File: src/rtl/nibble_serial_adder_pkg.sv
// Shared constants and types for the nibble-serial add/subtract unit.
package nibble_serial_adder_pkg;
  localparam int NIB_W = 4;

  typedef enum logic [1:0] {
    IDLE = 2'd0,
    CALC = 2'd1,
    DONE = 2'd2
  } state_t;

  function automatic int num_nibs(input int width);
    return width / NIB_W;
  endfunction
endpackage

File: src/rtl/nibble_serial_adder_cla4_slice.sv
// 4-bit carry-lookahead adder slice: all carries derived from generate/propagate terms.
module cla4_slice
  import nibble_serial_adder_pkg::*;
(
  input  logic [NIB_W-1:0] i_a,
  input  logic [NIB_W-1:0] i_b,
  input  logic             i_cin,
  output logic [NIB_W-1:0] o_sum,
  output logic             o_cout
);
  logic [NIB_W-1:0] w_g, w_p;
  logic [NIB_W:0]   w_c;

  assign w_g = i_a & i_b;
  assign w_p = i_a ^ i_b;

  assign w_c[0] = i_cin;
  assign w_c[1] = w_g[0] | (w_p[0] & i_cin);
  assign w_c[2] = w_g[1] | (w_p[1] & w_g[0]) | (w_p[1] & w_p[0] & i_cin);
  assign w_c[3] = w_g[2] | (w_p[2] & w_g[1]) | (w_p[2] & w_p[1] & w_g[0])
                | (w_p[2] & w_p[1] & w_p[0] & i_cin);
  assign w_c[4] = w_g[3] | (w_p[3] & w_g[2]) | (w_p[3] & w_p[2] & w_g[1])
                | (w_p[3] & w_p[2] & w_p[1] & w_g[0])
                | (w_p[3] & w_p[2] & w_p[1] & w_p[0] & i_cin);

  assign o_sum  = w_p ^ w_c[NIB_W-1:0];
  assign o_cout = w_c[NIB_W];
endmodule

File: src/rtl/nibble_serial_adder.sv
// WIDTH-bit add/subtract that reuses one 4-bit CLA slice, one nibble per cycle, LSB first.
module nibble_serial_adder
  import nibble_serial_adder_pkg::*;
#(
  parameter int WIDTH = 16
) (
  input  logic             clk,
  input  logic             rst_n,
  input  logic             in_valid,
  output logic             in_ready,
  input  logic [WIDTH-1:0] in_a,
  input  logic [WIDTH-1:0] in_b,
  input  logic             in_cin,
  input  logic             in_sub,
  output logic             out_valid,
  input  logic             out_ready,
  output logic [WIDTH-1:0] out_sum,
  output logic             out_cout,
  output logic             out_ovf
);
  localparam int N  = num_nibs(WIDTH);
  localparam int CW = (N > 1) ? $clog2(N) : 1;

  generate
    if (WIDTH < NIB_W || (WIDTH % NIB_W) != 0) begin : g_bad_width
      $error("nibble_serial_adder: WIDTH must be a multiple of 4 and >= 4");
    end
  endgenerate

  state_t r_state, w_next;

  logic [CW-1:0]    r_cnt;
  logic [WIDTH-1:0] r_a, r_b, r_sum;
  logic [WIDTH-1:0] r_out_sum;
  logic             r_carry, r_a_msb, r_b_msb;
  logic             r_out_cout, r_out_ovf;

  logic                     w_accept, w_out_hs, w_last;
  logic [WIDTH-1:0]         w_b_eff, w_sum_next;
  logic [N-1:0][NIB_W-1:0]  w_a_nibs, w_b_nibs;
  logic [NIB_W-1:0]         w_s;
  logic                     w_c4;

  assign in_ready  = (r_state == IDLE);
  assign out_valid = (r_state == DONE);
  assign out_sum   = r_out_sum;
  assign out_cout  = r_out_cout;
  assign out_ovf   = r_out_ovf;

  assign w_accept = in_valid && in_ready;
  assign w_out_hs = out_valid && out_ready;
  assign w_last   = (r_cnt == CW'(N - 1));
  assign w_b_eff  = in_sub ? ~in_b : in_b;

  assign w_a_nibs = r_a;
  assign w_b_nibs = r_b;

  cla4_slice u_cla (
    .i_a    (w_a_nibs[r_cnt]),
    .i_b    (w_b_nibs[r_cnt]),
    .i_cin  (r_carry),
    .o_sum  (w_s),
    .o_cout (w_c4)
  );

  // New nibble enters at the top so the LSB nibble ends up at the bottom after N shifts.
  generate
    if (WIDTH == NIB_W) begin : g_one_nib
      assign w_sum_next = w_s;
    end else begin : g_multi_nib
      assign w_sum_next = {w_s, r_sum[WIDTH-1:NIB_W]};
    end
  endgenerate

  always_ff @(posedge clk) begin
    if (!rst_n) r_state <= IDLE;
    else        r_state <= w_next;
  end

  always_comb begin
    w_next = r_state;
    case (r_state)
      IDLE:    if (w_accept) w_next = CALC;
      CALC:    if (w_last)   w_next = DONE;
      DONE:    if (w_out_hs) w_next = IDLE;
      default: w_next = IDLE;
    endcase
  end

  always_ff @(posedge clk) begin
    if (!rst_n) begin
      r_cnt      <= '0;
      r_a        <= '0;
      r_b        <= '0;
      r_sum      <= '0;
      r_carry    <= 1'b0;
      r_a_msb    <= 1'b0;
      r_b_msb    <= 1'b0;
      r_out_sum  <= '0;
      r_out_cout <= 1'b0;
      r_out_ovf  <= 1'b0;
    end else if (w_accept) begin
      r_a     <= in_a;
      r_b     <= w_b_eff;
      r_carry <= in_sub ? 1'b1 : in_cin;
      r_cnt   <= '0;
      r_a_msb <= in_a[WIDTH-1];
      r_b_msb <= w_b_eff[WIDTH-1];
    end else if (r_state == CALC) begin
      r_carry <= w_c4;
      r_sum   <= w_sum_next;
      r_cnt   <= w_last ? '0 : r_cnt + 1'b1;
      if (w_last) begin
        r_out_sum  <= w_sum_next;
        r_out_cout <= w_c4;
        // Signed overflow: operands agree in sign but the result does not.
        r_out_ovf  <= (r_a_msb == r_b_msb) && (w_s[NIB_W-1] != r_a_msb);
      end
    end
  end
endmodule
File: config.mk
export PLATFORM = sky130hd
export DESIGN_NAME = nibble_serial_adder
export DESIGN_NICKNAME = d
export VERILOG_FILES = /design/src/rtl/nibble_serial_adder_pkg.sv /design/src/rtl/nibble_serial_adder_cla4_slice.sv /design/src/rtl/nibble_serial_adder.sv
export SDC_FILE = /design/constraint.sdc
export NUM_CORES = 1
export LEC_CHECK = 0
export BUFFER_PORTS_ARGS = -buffer_cell sky130_fd_sc_hd__buf_4
export CORE_AREA = 2 2 82 84
export DETAILED_ROUTE_END_ITERATION = 8
export DIE_AREA = 0 0 84 86
export PLACE_DENSITY = 0.74
export RECOVER_POWER = 25
export SLEW_MARGIN = 20
export SYNTH_ARGS = -nofsm -noshare
export SYNTH_HDL_FRONTEND = slang
export SYNTH_SLANG_ARGS = --single-unit
File: constraint.sdc
create_clock -name clk -period 3.5 [get_ports clk]
set_input_delay 0.175 -clock clk [delete_from_list [all_inputs] [get_ports clk]]
set_output_delay 0.175 -clock clk [all_outputs]
set_load 0.02 [all_outputs]
* Word level (Yosys, flattened, before mapping)
Index checks and enable logic that the tools add are counted.
** Storage, ports and cells
- Bits in registers :: 73
- Bits of input ports :: 38
- Output and inout bits :: 20
- Word-level logic and storage cells :: 75
** Cells by class
- Add/sub/neg operators :: 1
- Magnitude comparators :: 1
- Equal/unequal tests :: 8
- Muxes and demuxes :: 13
- Bitwise gates (word level) :: 32
- Reductions and logical operators :: 9
** Operator list (count)
- 1-bit bitwise AND :: 16
- 4-bit binary-select mux with 2-bit select :: 2
- 16-bit 2-to-1 mux :: 1
- 16-bit inverter :: 1
- 1-bit OR :: 10
- 2-bit 2-to-1 mux :: 4
- 4-bit 2-to-1 mux :: 2
- 4-bit XOR :: 2
- 2-bit case mux with 3 select lines :: 1
- 3-bit AND reduction :: 2
- 4-bit bitwise AND :: 1
- 2-bit equality test (second input constant) :: 2
- 2-bit by 1-bit inequality test with 1-bit output (second input constant) :: 2
- 1-bit logical AND :: 3
- 2-bit by 3-bit less-than comparator with 1-bit output (second input constant) :: 1
- 1-bit 2-to-1 mux :: 3
- 2-bit by 1-bit adder with 2-bit output (second input constant) :: 1
- 2-bit by 1-bit equality test with 1-bit output (second input constant) :: 1
- 2-bit logical NOT :: 1
- 2-bit inequality test (second input constant) :: 1
- 1-bit inverter :: 2
- 2-bit AND reduction :: 1
- 2-bit nonzero test :: 1
- 2-bit OR reduction :: 1
- other kinds (2) :: 2

* Logic depth before layout (Yosys ltp)
- Word-level depth :: 10
- Mapped depth :: 7

* Hierarchy
A second synthesis with hierarchy kept.
** Second synthesis, totals
- Cell total of the unflattened synthesis :: 327
- Area total of the unflattened synthesis :: 2995.4 um^2
** Modules (own cells, without submodules)
- nibble_serial_adder :: times used 1, cells an instance 310, area an instance 2847.7 um^2
- cla4_slice :: times used 1, cells an instance 17, area an instance 147.6 um^2

* Least setup slack after synthesis
Ideal clock, no wire load.
- Kind :: register -> register
- Start point :: register r_cnt[1]
- End point :: register r_out_ovf, in the netlist out_ovf
- Arrival time :: 2547 ps
- Setup slack :: 879 ps
- Cell stages (with the launch flop) :: 8
- Buffers on the path :: 1
- Cells stage by stage :: dfxtp_1 -> clkbuf_1 -> mux4_2 -> ha_1 -> a21o_1 -> and2_1 -> or4b_1 -> a31oi_1
** On the way
- Cells in the longest elaborated chain, start to end :: 10
- Elaborated cells between the ends (all ways) :: 19
- Classes of those cells :: eq/ne: 2; mux: 4; bitwise: 11; reduce/logical: 2
** Ends and longest elaborated chain
- start: declaration :: line nibble_serial_adder.sv:32 : logic [CW-1:0] r_cnt;
- start signal: assignment :: line nibble_serial_adder.sv:112 : r_cnt <= w_last ? '0 : r_cnt + 1'b1;
- 4-bit binary-select mux with 2-bit select, on equally long branches :: line nibble_serial_adder.sv:59, nibble_serial_adder.sv:60
- 4-bit 2-to-1 mux, on equally long branches :: line nibble_serial_adder.sv:59, nibble_serial_adder.sv:60
- 4-bit XOR / 4-bit bitwise AND (equally long branches) :: line nibble_serial_adder_cla4_slice.sv:15, nibble_serial_adder_cla4_slice.sv:14
- 1-bit bitwise AND, on equally long branches :: line nibble_serial_adder_cla4_slice.sv:20, nibble_serial_adder_cla4_slice.sv:21
- 1-bit OR, or another cell as far along :: line nibble_serial_adder_cla4_slice.sv:20 : assign w_c[3] = w_g[2] | (w_p[2] & w_g[1]) | (w_p[2] & w_p[1] & w_g[0])
- 1-bit OR / 1-bit bitwise AND (equally long branches) :: line nibble_serial_adder_cla4_slice.sv:20, nibble_serial_adder_cla4_slice.sv:21
- 1-bit OR :: line nibble_serial_adder_cla4_slice.sv:21 : | (w_p[2] & w_p[1] & w_p[0] & i_cin);
- 4-bit XOR :: line nibble_serial_adder_cla4_slice.sv:26 : assign o_sum = w_p ^ w_c[NIB_W-1:0];
- 1-bit inequality test :: line nibble_serial_adder.sv:117 : r_out_ovf <= (r_a_msb == r_b_msb) && (w_s[NIB_W-1] != r_a_msb);
- 1-bit logical AND :: line nibble_serial_adder.sv:117
- end signal: assignment :: line nibble_serial_adder.sv:117
- end: declaration :: line nibble_serial_adder.sv:36 : logic r_out_cout, r_out_ovf;
Parallel ways exist; a longest one is shown, timed or not. The select of a mux whose other input is x is not followed.
A chain may end at the register's enable or synchronous reset.

* Final worst setup path
- Start point :: register r_cnt[0]
- End point :: register r_out_ovf, in the netlist out_ovf
The elaborated chain is that of the path after synthesis.

==> impl_metrics.yaml <==
logic_synthesis:
  syn_nets: 372
  yosysSeqAreaShare_pct: 47.0
  ys_ff_latch: 67
  ys_types: 29
  yosysWarnings: 0
  syn_area_per_cell_sq_um: 8.70
  syn_inst: 328
  syn_area_sq_um: 2850
job:
  drv_cap: 0
detailed_routing:
  drt_iter0_drc: 81
  drtPass1Iterations: 4
  vias: 2360
  wl_per_cell_um: 13.4
  drtAntennaViolNets: 0
  wl_um: 6120
  drc: 0
  vias_per_cell: 5.15
timing:
  finalCriticalPeriod_ns: 2.72
  relSlewSlack_pct: 50.9
  fin_crit_sh_pct: 77.7
  fin_worst_skew_ns: 0.0105
  max_freq_ghz: 0.368
  fin_setup_tns_ns: 0
  rsz0062_at_grt: "false"
  setup_viol: 0
  finalWorstSetupSlack_ns: 0.781
  tightest_slew_ns: 0.737
  maxSlewViolCount: 0
  finalHoldViolations: 0
worst_setup_path:
  crit_fanout: 11
  r2r_setup_slack_ns: 0.78
  cp.arrival_ns: 2.99
  crit_path_start: "r_cnt[0]$_SDFFE_PP0P_"
  worstSetupPathType: "reg -> reg"
  start_kind: "register"
  critPathCaptureType: "register"
  crit_chain: "mux4_2 > ha_1 > a21o_1 > and4_4 > or4b_1 > a31oi_1"
  worstPathRequired_ns: 3.77
  cpMaxStageDelayCell: "dfxtp_1"
  rr_startpoint: "r_cnt[0]$_SDFFE_PP0P_"
  slowest_delay_ns: 0.64
finish:
  drive_gt1_share_pct: 16.3
  postLayoutCoreUtil_pct: 54.3
  area_growth_pct: 19.3
  antenna_cells: 0
  nNetsFinal: 421
  n_fill_cell: 614
cts:
  cts_tree: "yes"
  post_cts_buffers: 0
  ctsResizeCount: 0
  clockBufferDepth: 2
  clk-insertion-delay-late_ns: 0.34
  numCtsBuffers: 9
  hold_buffers: 0
  path_clk_slew_ns: 0.07
  ctsHtreeMaxLevel: 3
  cts_root_buffer: "clkbuf_8"
  clock_sinks: 67
placement:
  port_buffers: 57
  place_ws_ns: 0.754
  gp_congestion: 0.834
  dp_hpwl_um: 4430
grt:
  grt_pass1_vias: 2245
  antenna_found_initial: 0
  grt_max_degree: 50
  grtUsageTotal_pct: 17.7
  grt_pass1_wl_um: 10200
  grt.overflow.total: 0
floorplanning:
  ioPinCount: 58
  die-area_sq_um: 7220
  initial_core_util_pct: 45.5
  die_h_um: 86
  rows: 29
  die_x_um: 84
  coreArea_sq_um: 6280
hold_path:
  hp-class: "in -> reg"
  min_from: "in_a[4]"
pwr:
  vdd_drop_max_mv: 0.344
  power.density_nw_per_um2: 478
  p_leak_nw: 1.26
outcome:
  outcome: "completed"
[metrics by stage]
step / cell area (sq um) / instances / power [W] / hold WS [ns]
2_1_floorplan: 2850 / 328 / 0.000984 / 0.297
3_3_place_gp: 3310 / 443 / 0.00105 / 0.427
3_5_place_dp: 3310 / 443 / 0.00105 / 0.434
4_1_cts: 3480 / 458 / 0.00164 / 0.0692
5_1_grt: 3410 / 458 / 0.00171 / 0.0839
6_report: 3410 / 458 / 0.00163 / 0.0800
[power by group]
| part | switching, W | internal [W] |
|---|---|---|
| registers | 0.0000278 | 0.000800 |
| clock network | 0.000270 | 0.000324 |
| logic | 0.000108 | 0.0000994 |
[per-layer routing]
layer	track usage, %	vias to the layer above	wire (um)
met5	0	-	0
met4	7.48	0	136
met3	4.23	13	303
met2	30.0	61	2910
met1	21.8	1074	2770
li1	-	1212	-
[kinds of logic after synthesis]
group,synth area share (%)
AOI/OAI and AO/OA,16.0
xor gates and xnor gates,5.22
adders and majority gates,2.89
buffers and inverters,4.12
DFF,47.0
muxes,6.31
and+or+nand+nor,18.5
[flip-flops by register name (all words and copies together) (netlist names)]
| signal | flops |
|---|---|
| out_cout | 1 |
| out_ovf | 1 |
| out_sum | 16 |
| r_a | 16 |
| r_b | 16 |
| r_carry | 1 |
| r_cnt | 2 |
| r_state | 2 |
| r_sum | 12 |
[final cells by class]
class / count / area, sq um / area share [%]
clock buffers: 12 / 135 / 3.97
repair buffers: 61 / 383 / 11.2
flip-flops and latches: 67 / 1340 / 39.4
multi-input cells: 234 / 1400 / 41.0
well taps: 77 / 96.3 / 2.83
clock inverters: 3 / 40.0 / 1.18
inverters: 4 / 15.0 / 0.441
[critical path: cells and delay by family, from the launching register on]
kind	cells	cell delay, ns
fa+ha+maj	1	0.32
flops	1	0.64
mux	1	0.59
compound gates	2	0.37
simple gates	2	0.72
[final timing paths]
kind	endpoint	cells after the start
worst min-delay path	r_a[4]$_SDFFE_PN0P_	3
worst min register to register	out_sum[5]$_SDFFE_PN0P_	2
worst max-delay path	out_ovf$_SDFFE_PN0P_	6
worst max register to register	out_ovf$_SDFFE_PN0P_	6
[cell usage in the layout, fill, tap and decap left out, drive strengths merged, types with 2 or more instances in the layout]
| cell | count |
|---|---|
| a211oi | 21 |
| a21o | 2 |
| a21oi | 44 |
| and2 | 5 |
| buf | 41 |
| clkbuf | 32 |
| clkinv | 3 |
| dfxtp | 67 |
| ha | 5 |
| inv | 3 |
| mux4 | 8 |
| nand2 | 85 |
| nand2b | 2 |
| nor2 | 25 |
| nor2b | 2 |
| nor3 | 3 |
| o21ai | 3 |
| o31ai | 2 |
| or4 | 2 |
| xnor2 | 17 |
[synthesized netlist by cell type]
library cell	count	area (sq um)
clkbuf_1	12	45.0
o31ai_1	2	15.0
o41ai_1	1	8.76
xnor2_1	17	149
fa_1	1	20.0
a311oi_1	1	8.76
dfxtp_1	67	1340
o311ai_0	1	8.76
nand2_1	85	319
a21o_1	2	15.0
or4b_1	1	10.0
a211oi_1	21	158
nor2b_1	2	12.5
o21ai_0	3	15.0
ha_1	5	62.6
buf_4	1	7.51
nor3_1	3	15.0
or4_1	2	15.0
nor2_1	25	93.8
mux4_2	8	180
a21oi_1	44	220
inv_1	3	11.3
and4_4	1	11.3
clkinv_1	1	3.75
buf_2	10	50.1
and2_1	5	31.3
nand2b_1	2	12.5
a31oi_1	1	6.26
nand3b_1	1	7.51
No activity file was read; power rests on OpenSTA's default activity.
